### src/rtl/branch_ctrl_unit.sv
// Branch/jump resolution unit with a circular return-address stack.
// Decodes BCC/JMP/CALL/RET against status flags and issues a registered one-cycle branch request.
module branch_ctrl_unit #(
    parameter int ADDR_W    = 16,
    parameter int NUM_FLAGS = 3,
    parameter int RAS_DEPTH = 8
) (
    input  logic                           clk,
    input  logic                           reset,
    input  logic                           instr_valid,
    input  logic [15:0]                    instruction,
    input  logic [ADDR_W-1:0]              pc,
    input  logic [NUM_FLAGS-1:0]           flags,
    input  logic                           flush,
    output logic                           branch_enable,
    output logic [ADDR_W-1:0]              branch_addr,
    output logic [$clog2(RAS_DEPTH):0]     ras_count,
    output logic                           ras_overflow,
    output logic                           ras_underflow
);

    localparam int PTR_W = $clog2(RAS_DEPTH);
    localparam int CNT_W = PTR_W + 1;

    localparam logic [3:0] OP_BCC  = 4'b1000;
    localparam logic [3:0] OP_JMP  = 4'b1001;
    localparam logic [3:0] OP_CALL = 4'b1010;
    localparam logic [3:0] OP_RET  = 4'b1011;

    // Occupancy saturates at the stack depth; a full push overwrites the oldest entry.
    function automatic logic [CNT_W-1:0] sat_inc(input logic [CNT_W-1:0] c);
        return (c == CNT_W'(RAS_DEPTH)) ? c : c + CNT_W'(1);
    endfunction

    logic [ADDR_W-1:0] ras_mem [RAS_DEPTH];
    logic [PTR_W-1:0]  ras_ptr;

    logic [3:0]        opcode_p0;
    logic [2:0]        bcc_idx_p0;
    logic              bcc_inv_p0;
    logic              idx_ok_p0;
    logic              flag_sel_p0;
    logic              act_p0;
    logic              take_p0;
    logic [ADDR_W-1:0] target_p0;
    logic              do_push_p0;
    logic              do_pop_p0;
    logic              underflow_p0;
    logic              ras_full_p0;
    logic [ADDR_W-1:0] pc_inc_p0;

    assign opcode_p0   = instruction[15:12];
    assign bcc_inv_p0  = instruction[11];
    assign bcc_idx_p0  = instruction[10:8];
    assign idx_ok_p0   = ({29'd0, bcc_idx_p0} < 32'(NUM_FLAGS));
    assign act_p0      = instr_valid & ~flush;
    assign ras_full_p0 = (ras_count == CNT_W'(RAS_DEPTH));
    assign pc_inc_p0   = pc + ADDR_W'(1);

    // Stage p0: decode and resolve the branch combinationally
    always_comb begin
        flag_sel_p0  = 1'b0;
        take_p0      = 1'b0;
        target_p0    = '0;
        do_push_p0   = 1'b0;
        do_pop_p0    = 1'b0;
        underflow_p0 = 1'b0;
        for (int i = 0; i < NUM_FLAGS; i++) begin
            if (bcc_idx_p0 == 3'(i)) flag_sel_p0 = flags[i];
        end
        if (act_p0) begin
            case (opcode_p0)
                OP_BCC: begin
                    take_p0   = idx_ok_p0 & (flag_sel_p0 ^ bcc_inv_p0);
                    target_p0 = ADDR_W'(instruction[7:0]);
                end
                OP_JMP: begin
                    take_p0   = 1'b1;
                    target_p0 = ADDR_W'(instruction[11:0]);
                end
                OP_CALL: begin
                    take_p0    = 1'b1;
                    target_p0  = ADDR_W'(instruction[11:0]);
                    do_push_p0 = 1'b1;
                end
                OP_RET: begin
                    if (ras_count != '0) begin
                        take_p0   = 1'b1;
                        target_p0 = ras_mem[ras_ptr];
                        do_pop_p0 = 1'b1;
                    end else begin
                        underflow_p0 = 1'b1;
                    end
                end
                default: ;
            endcase
        end
    end

    // Stage p1: registered branch request and stack control
    always_ff @(posedge clk or posedge reset) begin
        if (reset) begin
            branch_enable <= 1'b0;
            branch_addr   <= '0;
            ras_count     <= '0;
            ras_ptr       <= '0;
            ras_overflow  <= 1'b0;
            ras_underflow <= 1'b0;
        end else if (flush) begin
            branch_enable <= 1'b0;
            ras_count     <= '0;
            ras_ptr       <= '0;
            ras_overflow  <= 1'b0;
            ras_underflow <= 1'b0;
        end else begin
            branch_enable <= take_p0;
            if (take_p0) branch_addr <= target_p0;
            if (do_push_p0) begin
                ras_ptr   <= ras_ptr + PTR_W'(1);
                ras_count <= sat_inc(ras_count);
                if (ras_full_p0) ras_overflow <= 1'b1;
            end
            if (do_pop_p0) begin
                ras_ptr   <= ras_ptr - PTR_W'(1);
                ras_count <= ras_count - CNT_W'(1);
            end
            if (underflow_p0) ras_underflow <= 1'b1;
        end
    end

    // Stack storage is data only: no reset, pointer-relative write of the return address
    always_ff @(posedge clk) begin
        if (do_push_p0) ras_mem[ras_ptr + PTR_W'(1)] <= pc_inc_p0;
    end

endmodule

### config.mk
export PLATFORM = sky130hd
export DESIGN_NAME = branch_ctrl_unit
export DESIGN_NICKNAME = d
export VERILOG_FILES = /design/src/rtl/branch_ctrl_unit.sv
export SDC_FILE = /design/constraint.sdc
export NUM_CORES = 1
export LEC_CHECK = 0
export BUFFER_PORTS_ARGS = -buffer_cell sky130_fd_sc_hd__buf_4
export CAP_MARGIN = 20
export CORE_MARGIN = 1
export CORE_UTILIZATION = 39
export DETAILED_ROUTE_END_ITERATION = 7
export GPL_ROUTABILITY_DRIVEN = 0
export PLACE_DENSITY = 0.54
export SLEW_MARGIN = 20
export SYNTH_ARGS = -nofsm -noshare
export SYNTH_HDL_FRONTEND = slang
export SYNTH_SLANG_ARGS = --single-unit
### constraint.sdc
create_clock -name clk -period 8.4 [get_ports clk]
set_input_delay 1.68 -clock clk [delete_from_list [all_inputs] [get_ports clk]]
set_output_delay 1.68 -clock clk [all_outputs]
set_load 0.005 [all_outputs]
==> metrics <==
post-synthesis sequential area ratio 0.682; Sw Share 0.196; share of post-route cells with drive strength above 1 0.317; Min-Delay Path Class reg2reg; Post-Place Worst Slack 4.12 ns; Initial DRC Count approximately 220; routed wire length per instance 19.6 um; Max Root-Sink Buffers 2; crit path buf inv count 2; DPL Wire Length 9.10 mm; Leak 2.79 nW; IO Pins 62; ANT nets after route 0; Avg Cell Area, Syn 16.8 um^2; Total Nets Final 511; vias in the first global route 3,689; gr ovfl total 0; largest net degree at the start of global routing 48; number of port buffers just over 60; vias per inst 5.10; Clock transition at path regs 0.06 ns; number of cells produced by synthesis 392; status finished clean; DR pass1 iterations 6; final WL 13.7 mm; worst-case vdd ir drop 138 uV; placement row count 47; H-tree levels 4; clock sink count 154; critical path arrival 4.15 ns; post-synth top area cell edfxtp_1; Final min period about 3.8 ns; Worst Skew 0.00669 ns; kind of critical path in2reg; slack of the critical path around 4.6 ns; # hold bufs at CTS 0; Worst Path Max Fanout 12; Clock Latency Late Sink 0.42 ns; Max-Slew Margin vs Limit 0.405; CP required 8.71 ns; Pint 1.37 mW; starting density of the core 0.399; pwr/cell area 215 nW/um^2; slowest stage cell, crit path or3_1; setup violators final 0; clock share of power 0.460; Die X 132 um; top cells by area, synth edfxtp_1 (58%), dfrtp_1 (9.9%), mux4_2 (8.2%), mux2i_1 (3.9%), mux2_4 (2.1%); top cell family by delay on the critical path simple AND/OR/NAND/NOR gates; Die ar. 17,400 um^2; max frequency 0.260 GHz; synthesized flop and latch total 154; unrepaired setup endpoints after global routing no; Synth top area share 0.583; Setup Buffers After CTS 0; drc violations 0; CP Cell Sequence buf_4, nand2b_1, or3_1, or2_1, inv_6, ha_1, a21o_1, a21oi_1, mux2i_1, xor2_1, nor2_1; post_cts resized 0; Switch Pwr 0.334 mW; unique cell type count in the Yosys netlist 49; initial antenna violation count 0; Max-Cap Viols 0; Final period util 0.457; overall power 1.71 mW; Final Hold Vio Count 0; Worst Setup Start Kind primary input; HP Start branch_addr[12]$_DFFE_PP0P_; CTS Buf Count 17; root buf cell clkbuf_16; Cell Count, Final, Fillers Out 699; cell area after synthesis 6590 um^2; vias post-DR 3,565; syn nets around 440; slew of the pin with the lowest slew margin 0.892 ns; worst r2r src ras_ptr[0]$_DFFE_PP0P_; Final Max Tran Viols 0; final core occ 0.481; Core ar. 16,500 um^2; # fillers 1,413; diode count 0; Crit path largest cell delay 0.57 ns; Inst Count DP 667; CTS tree done; layout overhead on the synthesized area 20.6%; height of the die 132 um; YS warnings 0; Comb pwr share 0.045; Setup crit start instruction[14]; Worst Setup End Kind flip-flop; sequential share of power 0.495; first-pass GRT wire length 21.8 mm; Total GRT Usage 0.171; TNS Setup 0 ns
final timing paths:
path	slack (ns)	endpoint	cells past startpoint
setup reg to reg	5.26	ras_mem[6][1]$_DFFE_PP_	6
hold reg to reg	0.50	branch_addr[12]$_DFFE_PP0P_	1
min in group asynchronous	1.32	branch_addr[2]$_DFFE_PP0P_	2
setup / recovery	4.56	ras_count[3]$_DFFE_PP0P_	11
max in group asynchronous	6.66	ras_ptr[0]$_DFFE_PP0P_	2
hold / removal	0.50	branch_addr[12]$_DFFE_PP0P_	1
cell families after synthesis:
logic type,Yosys count,share of synthesized area
flip-flops,154,0.682
AND/OR/NAND/NOR,87,0.0678
multiplexers,59,0.142
AO/OA/AOI/OAI,39,0.0456
buffers and inverters,25,0.0209
XOR/XNOR,22,0.0292
adder cells (fa/ha/maj),6,0.0125
per-layer routing:
layer | vias to the layer above | routed length [um] | global-route usage
met5 | - | 0 | 0
met4 | 0 | 227 | 0.0711
met3 | 17 | 579 | 0.0392
met2 | 97 | 6350 | 0.262
met1 | 1770 | 6530 | 0.237
li1 | 1681 | - | -
Yosys cell counts, drive strengths merged:
cell type / n
a2111oi: 1
a211oi: 1
a21o: 1
a21oi: 5
a221o: 11
a22oi: 1
a32o: 1
and2: 2
and3: 3
and4: 1
and4bb: 1
buf: 15
clkbuf: 2
dfrtp: 26
edfxtp: 128
fa: 1
ha: 5
inv: 8
mux2: 9
mux2i: 26
mux4: 24
nand2: 20
nand2b: 2
nand3: 9
nand3b: 1
nand4: 3
nand4bb: 1
nor2: 31
nor2b: 1
nor3: 5
nor4: 3
nor4b: 1
o21a: 1
o21ai: 12
o2bb2ai: 5
or2: 2
or3: 1
xnor2: 14
xor2: 8
through the flow:
stage | hold WS, ns | cell area (um^2)
after floorplan | 0.479 | 6590
after global placement | 0.486 | 7340
after detailed placement | 0.482 | 7340
after CTS | 0.502 | 7950
after global routing | 0.523 | 7950
final | 0.502 | 7950
power groups by stage:
stage | combinational [mW] | sequential [mW] | clock (mW)
after floorplan | 0.0346 | 0.859 | 0
after global placement | 0.0763 | 0.860 | 0
after detailed placement | 0.0782 | 0.860 | 0
after CTS | 0.0785 | 0.845 | 0.802
after global routing | 0.0848 | 0.845 | 0.832
final | 0.0773 | 0.845 | 0.784
area by class of cell:
type                       count  area, um^2  share of cell area
clock inverter                13         175              0.0220
tap                          220         275              0.0346
timing repair buffer          72         541              0.0680
inverter                       8        40.0             0.00504
multi-input combinational    213        1990               0.250
clock buffer                  19         433              0.0545
sequential                   154        4500               0.565
cell usage in the layout, fill, tap and decap left out, types with 3 or more instances in the layout:
cell | synthesis | routed
dfrtp_1 | 26 | 25
clkbuf_16 | 0 | 17
o21ai_0 | 5 | 5
clkinv_2 | 0 | 3
nand3_1 | 9 | 9
a21oi_1 | 5 | 5
nand2_1 | 20 | 20
nand4_1 | 3 | 3
mux4_2 | 24 | 24
mux2i_1 | 26 | 26
and3_1 | 3 | 3
nor4_2 | 1 | 3
inv_6 | 2 | 3
mux2_4 | 9 | 9
buf_4 | 2 | 72
xnor2_1 | 14 | 14
xor2_1 | 8 | 8
nor3_2 | 1 | 5
o2bb2ai_1 | 5 | 5
nor2_1 | 29 | 29
ha_1 | 5 | 5
bufinv_16 | 0 | 4
edfxtp_1 | 128 | 128
inv_1 | 6 | 5
o21ai_1 | 7 | 7
a221o_1 | 11 | 11
sequential cells by signal, indices dropped and copies added (netlist names):
signal and flops:
branch_addr 16, ras_ptr 3, ras_mem 128, ras_count 4
branch_enable 1, ras_overflow 1, ras_underflow 1
Power figures use the tool's default switching activity.
